File: config.mk
export PLATFORM = sky130hd
export DESIGN_NAME = if_fetch_flat
export DESIGN_NICKNAME = d
export VERILOG_FILES = /design/src/rtl/if_fetch_if.sv /design/src/rtl/if_fetch.sv /design/src/flat_wrapper.sv
export SDC_FILE = /design/constraint.sdc
export NUM_CORES = 1
export LEC_CHECK = 0
export BUFFER_PORTS_ARGS = -buffer_cell sky130_fd_sc_hd__buf_2
export CAP_MARGIN = 10
export CORE_AREA = 2 2 148 150
export DETAILED_ROUTE_END_ITERATION = 16
export DIE_AREA = 0 0 150 152
export HOLD_SLACK_MARGIN = 0.15
export PLACE_DENSITY_LB_ADDON = 0.12
export SYNTH_ARGS = -nofsm -noshare
export SYNTH_HDL_FRONTEND = slang
export SYNTH_SLANG_ARGS = --single-unit
File: constraint.sdc
create_clock -name clk -period 1.88 [get_ports clk]
set_input_delay 0.094 -clock clk [delete_from_list [all_inputs] [get_ports clk]]
set_output_delay 0.094 -clock clk [all_outputs]
set_load 0.05 [all_outputs]
File: src/rtl/if_fetch_if.sv
// Instruction-bus bundle between the fetch stage and instruction memory.
// Latency: none, wires only. Backpressure: the slave holds bus_rdy low until the word is valid.
// Ports: bus_req/bus_addr (master -> slave), bus_rdy/bus_rd_data (slave -> master).
interface if_fetch_if #(
  parameter int ADDR_W = 30,
  parameter int DATA_W = 32
);
  logic              bus_req;
  logic [ADDR_W-1:0] bus_addr;
  logic              bus_rdy;
  logic [DATA_W-1:0] bus_rd_data;

  modport master (
    output bus_req,
    output bus_addr,
    input  bus_rdy,
    input  bus_rd_data
  );

  modport slave (
    input  bus_req,
    input  bus_addr,
    output bus_rdy,
    output bus_rd_data
  );
endinterface

File: src/rtl/if_fetch.sv
// Instruction fetch stage: owns the fetch PC and drives the IF/ID register (if_pc/if_insn/if_en).
// Latency: bus_rdy in cycle N gives if_en=1 in cycle N+1; one instruction per cycle on a zero-wait bus.
// Backpressure: stall freezes if_*; a word returning during a stall is parked in a one-entry skid buffer.
//
// Ports:
//   clk, reset          clock, synchronous active-high reset
//   stall               hold the IF/ID register, ignore redirects
//   flush / new_pc      restart fetch at new_pc (higher priority than br_taken)
//   br_taken / br_addr  branch redirect from ID
//   bus                 instruction bus (master side): single outstanding request
//   busy                fetch is waiting on the bus this cycle
//   if_pc/if_insn/if_en IF/ID register outputs
//   bus_err             (IF_BUS_TIMEOUT_EN only) one-cycle pulse when a request is abandoned
//
// Optional feature macro: IF_BUS_TIMEOUT_EN adds an 8-bit bus wait counter, the TIMEOUT parameter
// and the bus_err output. Without it the stage waits on the bus indefinitely.
module if_fetch #(
  parameter int                 ADDR_W   = 30,
  parameter int                 DATA_W   = 32,
  parameter logic [ADDR_W-1:0]  RESET_PC = '0,
  parameter logic [DATA_W-1:0]  NOP_INSN = '0
`ifdef IF_BUS_TIMEOUT_EN
  ,
  parameter int                 TIMEOUT  = 255
`endif
) (
  input  logic              clk,
  input  logic              reset,
  input  logic              stall,
  input  logic              flush,
  input  logic [ADDR_W-1:0] new_pc,
  input  logic              br_taken,
  input  logic [ADDR_W-1:0] br_addr,
  if_fetch_if.master        bus,
  output logic              busy,
  output logic [ADDR_W-1:0] if_pc,
  output logic [DATA_W-1:0] if_insn,
  output logic              if_en
`ifdef IF_BUS_TIMEOUT_EN
  ,
  output logic              bus_err
`endif
);

  // FETCH: request outstanding at fetch_pc.
  // HOLD : word parked in the skid buffer, no request.
  // DRAIN: an abandoned request is still outstanding at drain_addr; its data is dropped.
  typedef enum logic [1:0] {
    S_FETCH = 2'd0,
    S_HOLD  = 2'd1,
    S_DRAIN = 2'd2
  } state_e;

  state_e            state_q, state_d;
  logic [ADDR_W-1:0] fetch_pc_q, fetch_pc_d;
  logic [ADDR_W-1:0] drain_addr_q, drain_addr_d;
  logic [ADDR_W-1:0] skid_pc_q, skid_pc_d;
  logic [DATA_W-1:0] skid_insn_q, skid_insn_d;
  logic [ADDR_W-1:0] if_pc_q, if_pc_d;
  logic [DATA_W-1:0] if_insn_q, if_insn_d;
  logic              if_en_q, if_en_d;

  logic waiting;   // a bus request is being presented (FETCH or DRAIN)
  logic tmo_hit;   // request abandoned this cycle by the wait timer
  logic rdy;       // bus completion that is actually accepted
  logic redirect;  // flush or branch taken effect this cycle

  assign waiting  = (state_q != S_HOLD);
  assign rdy      = bus.bus_rdy & ~tmo_hit;
  assign redirect = ~stall & (flush | br_taken);

  // ------------------------------------------------------------------
  // Optional bus wait timer
  // ------------------------------------------------------------------
`ifdef IF_BUS_TIMEOUT_EN
  localparam logic [7:0] TMO_LIMIT = 8'(TIMEOUT);

  logic [7:0] wait_cnt_q, wait_cnt_d;

  assign tmo_hit = waiting & (wait_cnt_q == TMO_LIMIT);
  assign bus_err = tmo_hit;

  always_comb begin
    wait_cnt_d = wait_cnt_q;
    if (bus.bus_rdy || flush || tmo_hit) begin
      wait_cnt_d = '0;
    end else if (waiting) begin
      wait_cnt_d = wait_cnt_q + 8'd1;
    end
  end

  always_ff @(posedge clk) begin
    if (reset) begin
      wait_cnt_q <= '0;
    end else begin
      wait_cnt_q <= wait_cnt_d;
    end
  end
`else
  assign tmo_hit = 1'b0;
`endif

  // ------------------------------------------------------------------
  // Next-state and IF/ID register update
  // ------------------------------------------------------------------
  always_comb begin
    state_d      = state_q;
    fetch_pc_d   = fetch_pc_q;
    drain_addr_d = drain_addr_q;
    skid_pc_d    = skid_pc_q;
    skid_insn_d  = skid_insn_q;
    if_pc_d      = if_pc_q;
    if_insn_d    = if_insn_q;
    if_en_d      = if_en_q;

    if (redirect) begin
      if_en_d     = 1'b0;
      if_insn_d   = NOP_INSN;
      if_pc_d     = '0;
      skid_pc_d   = '0;
      skid_insn_d = NOP_INSN;
      fetch_pc_d  = flush ? new_pc : br_addr;
      // A request still in flight must run to completion so the bus
      // address stays stable; remember where it was going.
      if (waiting && !bus.bus_rdy && !tmo_hit) begin
        state_d = S_DRAIN;
        if (state_q == S_FETCH) begin
          drain_addr_d = fetch_pc_q;
        end
      end else begin
        state_d = S_FETCH;
      end
    end else begin
      unique case (state_q)
        S_FETCH: begin
          if (rdy) begin
            if (stall) begin
              skid_pc_d   = fetch_pc_q;
              skid_insn_d = bus.bus_rd_data;
              state_d     = S_HOLD;
            end else begin
              if_pc_d    = fetch_pc_q;
              if_insn_d  = bus.bus_rd_data;
              if_en_d    = 1'b1;
              fetch_pc_d = fetch_pc_q + 1'b1;
            end
          end else if (!stall) begin
            if_en_d   = 1'b0;
            if_insn_d = NOP_INSN;
          end
        end
        S_HOLD: begin
          if (!stall) begin
            if_pc_d    = skid_pc_q;
            if_insn_d  = skid_insn_q;
            if_en_d    = 1'b1;
            fetch_pc_d = fetch_pc_q + 1'b1;
            state_d    = S_FETCH;
          end
        end
        S_DRAIN: begin
          // fetch_pc already points at the redirect target; just drop the word.
          if (rdy) begin
            state_d = S_FETCH;
          end
        end
        default: begin
          state_d = S_FETCH;
        end
      endcase
      // Abandoned request: retry from the same fetch_pc next cycle.
      if (tmo_hit) begin
        state_d = S_FETCH;
      end
    end
  end

  always_ff @(posedge clk) begin
    if (reset) begin
      state_q      <= S_FETCH;
      fetch_pc_q   <= RESET_PC;
      drain_addr_q <= RESET_PC;
      skid_pc_q    <= '0;
      skid_insn_q  <= NOP_INSN;
      if_pc_q      <= '0;
      if_insn_q    <= NOP_INSN;
      if_en_q      <= 1'b0;
    end else begin
      state_q      <= state_d;
      fetch_pc_q   <= fetch_pc_d;
      drain_addr_q <= drain_addr_d;
      skid_pc_q    <= skid_pc_d;
      skid_insn_q  <= skid_insn_d;
      if_pc_q      <= if_pc_d;
      if_insn_q    <= if_insn_d;
      if_en_q      <= if_en_d;
    end
  end

  // ------------------------------------------------------------------
  // Outputs
  // ------------------------------------------------------------------
  // Request drops combinationally in a reset cycle and for the abandon cycle.
  assign bus.bus_req  = waiting & ~reset & ~tmo_hit;
  assign bus.bus_addr = (state_q == S_DRAIN) ? drain_addr_q : fetch_pc_q;
  assign busy         = waiting & ~bus.bus_rdy;

  assign if_pc   = if_pc_q;
  assign if_insn = if_insn_q;
  assign if_en   = if_en_q;

endmodule

File: src/flat_wrapper.sv
// flat-port wrapper written by rule: the top's interface ports become plain ports
module if_fetch_flat 
#(
  parameter int                 ADDR_W   = 30,
  parameter int                 DATA_W   = 32,
  parameter logic [ADDR_W-1:0]  RESET_PC = '0,
  parameter logic [DATA_W-1:0]  NOP_INSN = '0

)
  (clk, reset, stall, flush, new_pc, br_taken, br_addr, busy, if_pc, if_insn, if_en, bus_bus_req, bus_bus_addr, bus_bus_rdy, bus_bus_rd_data);
  if_fetch_if #(.ADDR_W(ADDR_W), .DATA_W(DATA_W)) bus_i ();
  input  logic clk;
  input  logic reset;
  input  logic stall;
  input  logic flush;
  input  logic [ADDR_W-1:0] new_pc;
  input  logic br_taken;
  input  logic [ADDR_W-1:0] br_addr;
  output logic busy;
  output logic [ADDR_W-1:0] if_pc;
  output logic [DATA_W-1:0] if_insn;
  output logic if_en;
  output wire logic [$bits(bus_i.bus_req)-1:0] bus_bus_req;
  output wire logic [$bits(bus_i.bus_addr)-1:0] bus_bus_addr;
  input wire logic [$bits(bus_i.bus_rdy)-1:0] bus_bus_rdy;
  input wire logic [$bits(bus_i.bus_rd_data)-1:0] bus_bus_rd_data;
  assign bus_bus_req = bus_i.bus_req;
  assign bus_bus_addr = bus_i.bus_addr;
  assign bus_i.bus_rdy = bus_bus_rdy;
  assign bus_i.bus_rd_data = bus_bus_rd_data;
  if_fetch #(.ADDR_W(ADDR_W), .DATA_W(DATA_W), .RESET_PC(RESET_PC), .NOP_INSN(NOP_INSN)) u_core (.clk(clk), .reset(reset), .stall(stall), .flush(flush), .new_pc(new_pc), .br_taken(br_taken), .br_addr(br_addr), .bus(bus_i), .busy(busy), .if_pc(if_pc), .if_insn(if_insn), .if_en(if_en));
endmodule
# Word level (Yosys, flattened, before mapping)
# Cells that the tools add are included.
totals:
  wordCells: 66
  ff_bits: 187
op_classes:
  reduce_logical: 13
  addsub: 1
  bitwise: 7
  eq_ne: 11
  muxes: 26
op_table:
  columns: ["cell", "count"]
  rows:
  - ["30-bit two-way mux", 8]
  - ["32-bit two-way mux", 4]
  - ["30-bit case mux with 2 select lines", 2]
  - ["32-bit case mux with 2 select lines", 1]
  - ["30-bit by 1-bit adder with 30-bit output (second input constant)", 1]
  - ["2-bit two-way mux", 6]
  - ["3-bit by 2-bit inequality test with 1-bit output (second input constant)", 4]
  - ["3-bit AND reduction", 3]
  - ["4-bit AND reduction", 2]
  - ["2-bit inequality test (second input constant)", 3]
  - ["2-bit case mux with 3 select lines", 1]
  - ["2-bit AND reduction", 2]
  - ["1-bit AND", 3]
  - ["1-bit two-way mux", 3]
  - ["3-bit inequality test (second input constant)", 1]
  - ["1-bit inverter", 3]
  - ["3-bit nonzero test", 1]
  - ["2-bit by 1-bit == test with 1-bit output (second input constant)", 1]
  - ["2-bit == test (second input constant)", 1]
  - ["2-bit zero test", 1]
  - ["2-bit by 1-bit inequality test with 1-bit output (second input constant)", 1]
  - ["1-bit case mux with 2 select lines", 1]
  - ["2-bit nonzero test", 1]
  - ["2-bit OR reduction", 1]
  - ["other kinds (3)", 3]

# Longest topological paths before layout
logic_depth:
  word_depth: 5
  depth_mapped: 7
  depth_no_buf: 6

# Least setup slack after synthesis
# No wires, ideal clock.
synth_path:
  path_kind: "flip-flop to output port"
  from: "register u_core.state_q[0]"
  to: "output port bus_bus_addr[11]"
  n_path_buf: 3
  setup_slack_ns: -0.286
  stages_incl_launch_ff: 6
  t_arrival_ns: 2.072
  t_required_ns: 1.786
  cell_sequence: "dfxtp_1 > clkbuf_1 > nor2b_1 > clkbuf_1 > clkbuf_1 > o21ai_0"
synth_via:
  elab_chain_len: 2
synth_lines:
  columns: ["element", "line_no", "rtl"]
  rows:
  - ["from (decl)", "if_fetch.sv:54", "state_e state_q, state_d;"]
  - ["from (signal assigned)", "if_fetch.sv:189", "state_q <= state_d;"]
  - ["2-bit == test", "if_fetch.sv:205", "assign bus.bus_addr = (state_q == S_DRAIN) ? drain_addr_q : fetch_pc_q;"]
  - ["30-bit two-way mux", "if_fetch.sv:205", null]
  - ["to (decl)", "flat_wrapper.sv:24", "output wire logic [$bits(bus_i.bus_addr)-1:0] bus_bus_addr;"]
# No other way between the ends.

# Worst setup path after layout
layout_path:
  from: "register u_core.state_q[0]"
  to: "output port bus_bus_addr[7]"
# Same word-level chain as after synthesis.

==> results.cfg <==
[outcome]
status = finished, violations left
violations = setup timing

[finish]
nNetsFinal = 1410
insertedDiodeCount = 0
final_cell_mix = nand2_1 (292), dfxtp_1 (185), buf_2 (162)
fin_cells = 1602
design_area_mm2 = 0.0115
layout_commonest_cell = nand2_1
post-route-util_pct = 53.9
drive_above_1_share_pct = 25.5
synthToLayoutAreaGrowth_pct = 37.8

[run]
drv_cap = 0

[logic_synthesis]
synthArstFlopShare_pct = 0
synth-warning-count = 0
yosysSeqAreaShare_pct = 44.8
syn_area_per_cell_um2 = 7.88
synth_top_family_by_area = simple AND/OR/NAND/NOR gates
synth-seq-cells = 187
synth_cell_types = 40
synth_xor_area_share_pct = 2.83
synth_compound_area_share_pct = 17.4
syn_nets = 1159
synth_cells = 1060
ys.flop_type = dfxtp_1
muxShareOfSynthArea_pct = 4.61
synth_edf_count = 0
netlist_area_mm2 = 0.00836
yosys.area_share.simple_pct = 25.0
synthAdderAreaFrac_pct = 0.150

[setup_path]
crit_required_ns = 1.79
r2r_start = u_core.state_q[1]$_SDFFE_PP0P_
critical_path_class = register to primary output
crit_start = u_core.state_q[0]$_SDFFE_PP0P_
end_kind = primary output
start_kind = register
worstPathArrival_ns = 1.80
worstPathMaxFanout = 13

[routing]
vias = 8147
drt_iter0_markers = 402
vias_per_cell = 5.09
drt-total-wl_um = 25400
drt_first_pass_iters = 4
wl_per_cell_um = 15.9
antenna_left = 0
drc = 0

[sta]
skew_ns = 0.0127
setup_viol = 19
final.min_clock_period_ns = 1.89
worst_slack_ns = -0.0150
tightest_slew_ns = 0.767
slew_violations = 0
relSlewSlack_pct = 48.3
fmax_ghz = 0.528
rsz0062_at_grt = yes
hold_viol_final = 0
post-route-period-util_pct = 101

[min_path]
min-delay-start = br_addr[3]
hold_class = input port to register

[die]
core_mm2 = 0.0214
rows = 54
start_util_pct = 39.1
dieArea_mm2 = 0.0228
die-width_um = 150
design.portCount = 193
fp.dieH_um = 152

[clock_network]
clkTransAtPathRegs_ns = 0.07
cts_buffers = 17
clock_latency_ns = 0.43
cts_tree = built
clk_path_buf_depth = 2
cts_sinks = 187
cts_root_buf = clkbuf_16
cts-htree-levels = 4

[placed_design]
placedCellCount = 1479
io_buffers = 192
gp_congestion = 0.817
dp_hpwl_um = 15600
pre_cts_slack_ns = 0.117
placed_area_mm2 = 0.00985

[global_routing]
grt_pass1_wl_um = 40200
grt-ovfl-total = 0
grt_max_degree = 91
antenna_found_initial = 1
grt_usage_pct = 21.9
grt_pass1_vias = 7555

[power_and_ir_drop]
power_leakage_nw = 4.42
total_power_mw = 9.49
p_sw_share_pct = 30.2
p_per_area_mw_per_mm2 = 824
p_int_mw = 6.62
ir_drop_mv = 0.563
pwr-share-seq_pct = 44.5
clkPwrFrac_pct = 35.0
power_frac_comb_pct = 20.6
power.switching_mw = 2.87
-- power by group through the flow --
stage          Combinational [mW]  Sequential (mW)  Clock [mW]
6_report                     1.95             4.22        3.32
5_1_grt                      2.10             4.24        3.58
4_1_cts                      1.93             4.22        3.40
3_5_place_dp                 1.72             4.31           0
3_3_place_gp                 1.71             4.30           0
2_1_floorplan               0.901             4.54           0
-- worst max-delay path: stages, from the launching register on --
cell	delay, ns
dfxtp_2	0.36
nor2b_4	0.17
bufbuf_16	0.32
mux2_2	0.34
buf_4	0.19
-- logic make-up (layout without fill, tap and decap cells) --
kind of cell               count (synthesis)  count (layout)
and+or+nand+nor                          482             482
AOI/OAI and AO/OA                        217             217
DFF                                      187             187
buffers and inverters                    111             373
muxes                                     35              35
xor gates and xnor gates                  27              27
adders and majority gates                  1               1
-- stage by stage --
stage | hold WS, ns | TNS (ns)
2_1_floorplan | 0.230 | -0.572
3_3_place_gp | 0.351 | 0
3_5_place_dp | 0.354 | 0
4_1_cts | 0.152 | -0.378
5_1_grt | 0.170 | -1.27
6_report | 0.160 | -0.140
-- state kept, by name, indices dropped and copies added (netlist names) --
register             count
u_core.drain_addr_q     30
u_core.fetch_pc_q       30
u_core.if_en             1
u_core.if_insn          32
u_core.if_pc            30
u_core.skid_insn_q      32
u_core.skid_pc_q        30
u_core.state_q           2
-- worst paths after layout --
check        cells after the start                            endpoint  slack (ns)
max                              4                     bus_bus_addr[7]       -0.01
min                              4   u_core.fetch_pc_q[3]$_SDFFE_PP0P_        0.16
max reg2reg                      6  u_core.fetch_pc_q[20]$_SDFFE_PP0P_        0.16
min reg2reg                      2   u_core.skid_pc_q[13]$_SDFFE_PP0P_        0.45
-- timing repair --
action / in CTS / in global routing
gates cloned: 1 / 2
setup buffers: 2 / 3
hold buffers: 85 / 0
resized for setup: 52 / 6
setup endpoints to repair: 30 / 46
endpoints found under the hold margin: 101 / 0
-- cells in the mapped netlist, types with 2 or more instances --
cell type  number  area [µm²]
or2_2           2        12.5
a311oi_1       64         561
buf_2          11        55.1
nand4_1        10        62.6
xnor2_1        13         114
nand2b_1        2        12.5
clkbuf_2        4        20.0
mux2_2         26         293
o21ai_0         6        30.0
nor3_1          9        45.0
buf_1          14        52.6
and4_1          2        17.5
mux2i_1         7        70.1
or4_1           2        15.0
mux2_1          2        22.5
o22ai_1         5        31.3
dfxtp_1       187        3740
a21oi_1        96         480
nor2b_1        26         163
nand3_1        43         215
nor4_1          2        12.5
and2_1          3        18.8
and3_1          2        12.5
nor2_1         77         289
xor2_1         14         123
nor4_2          4        50.1
or3_1           2        12.5
nand2_1       292        1100
inv_1           2        7.51
clkbuf_1       80         300
a211oi_1       42         315
-- routing by layer --
metal	GRT usage [%]	share of wire [%]
met1	31.2	48
met2	34.6	46
met3	3.57	5.2
met4	5.48	1.2
met5	0	0.051
-- layout make-up --
cell class              instances  area [µm²]
fillers                      2061        9830
multi-input cells             762        4250
flip-flops and latches        187        3750
repair buffers                341        2640
clock buffers                  21         460
well taps                     280         350
clock inverters                 9        66.3
inverters                       2        7.51
(Power assumes the default switching activity.)
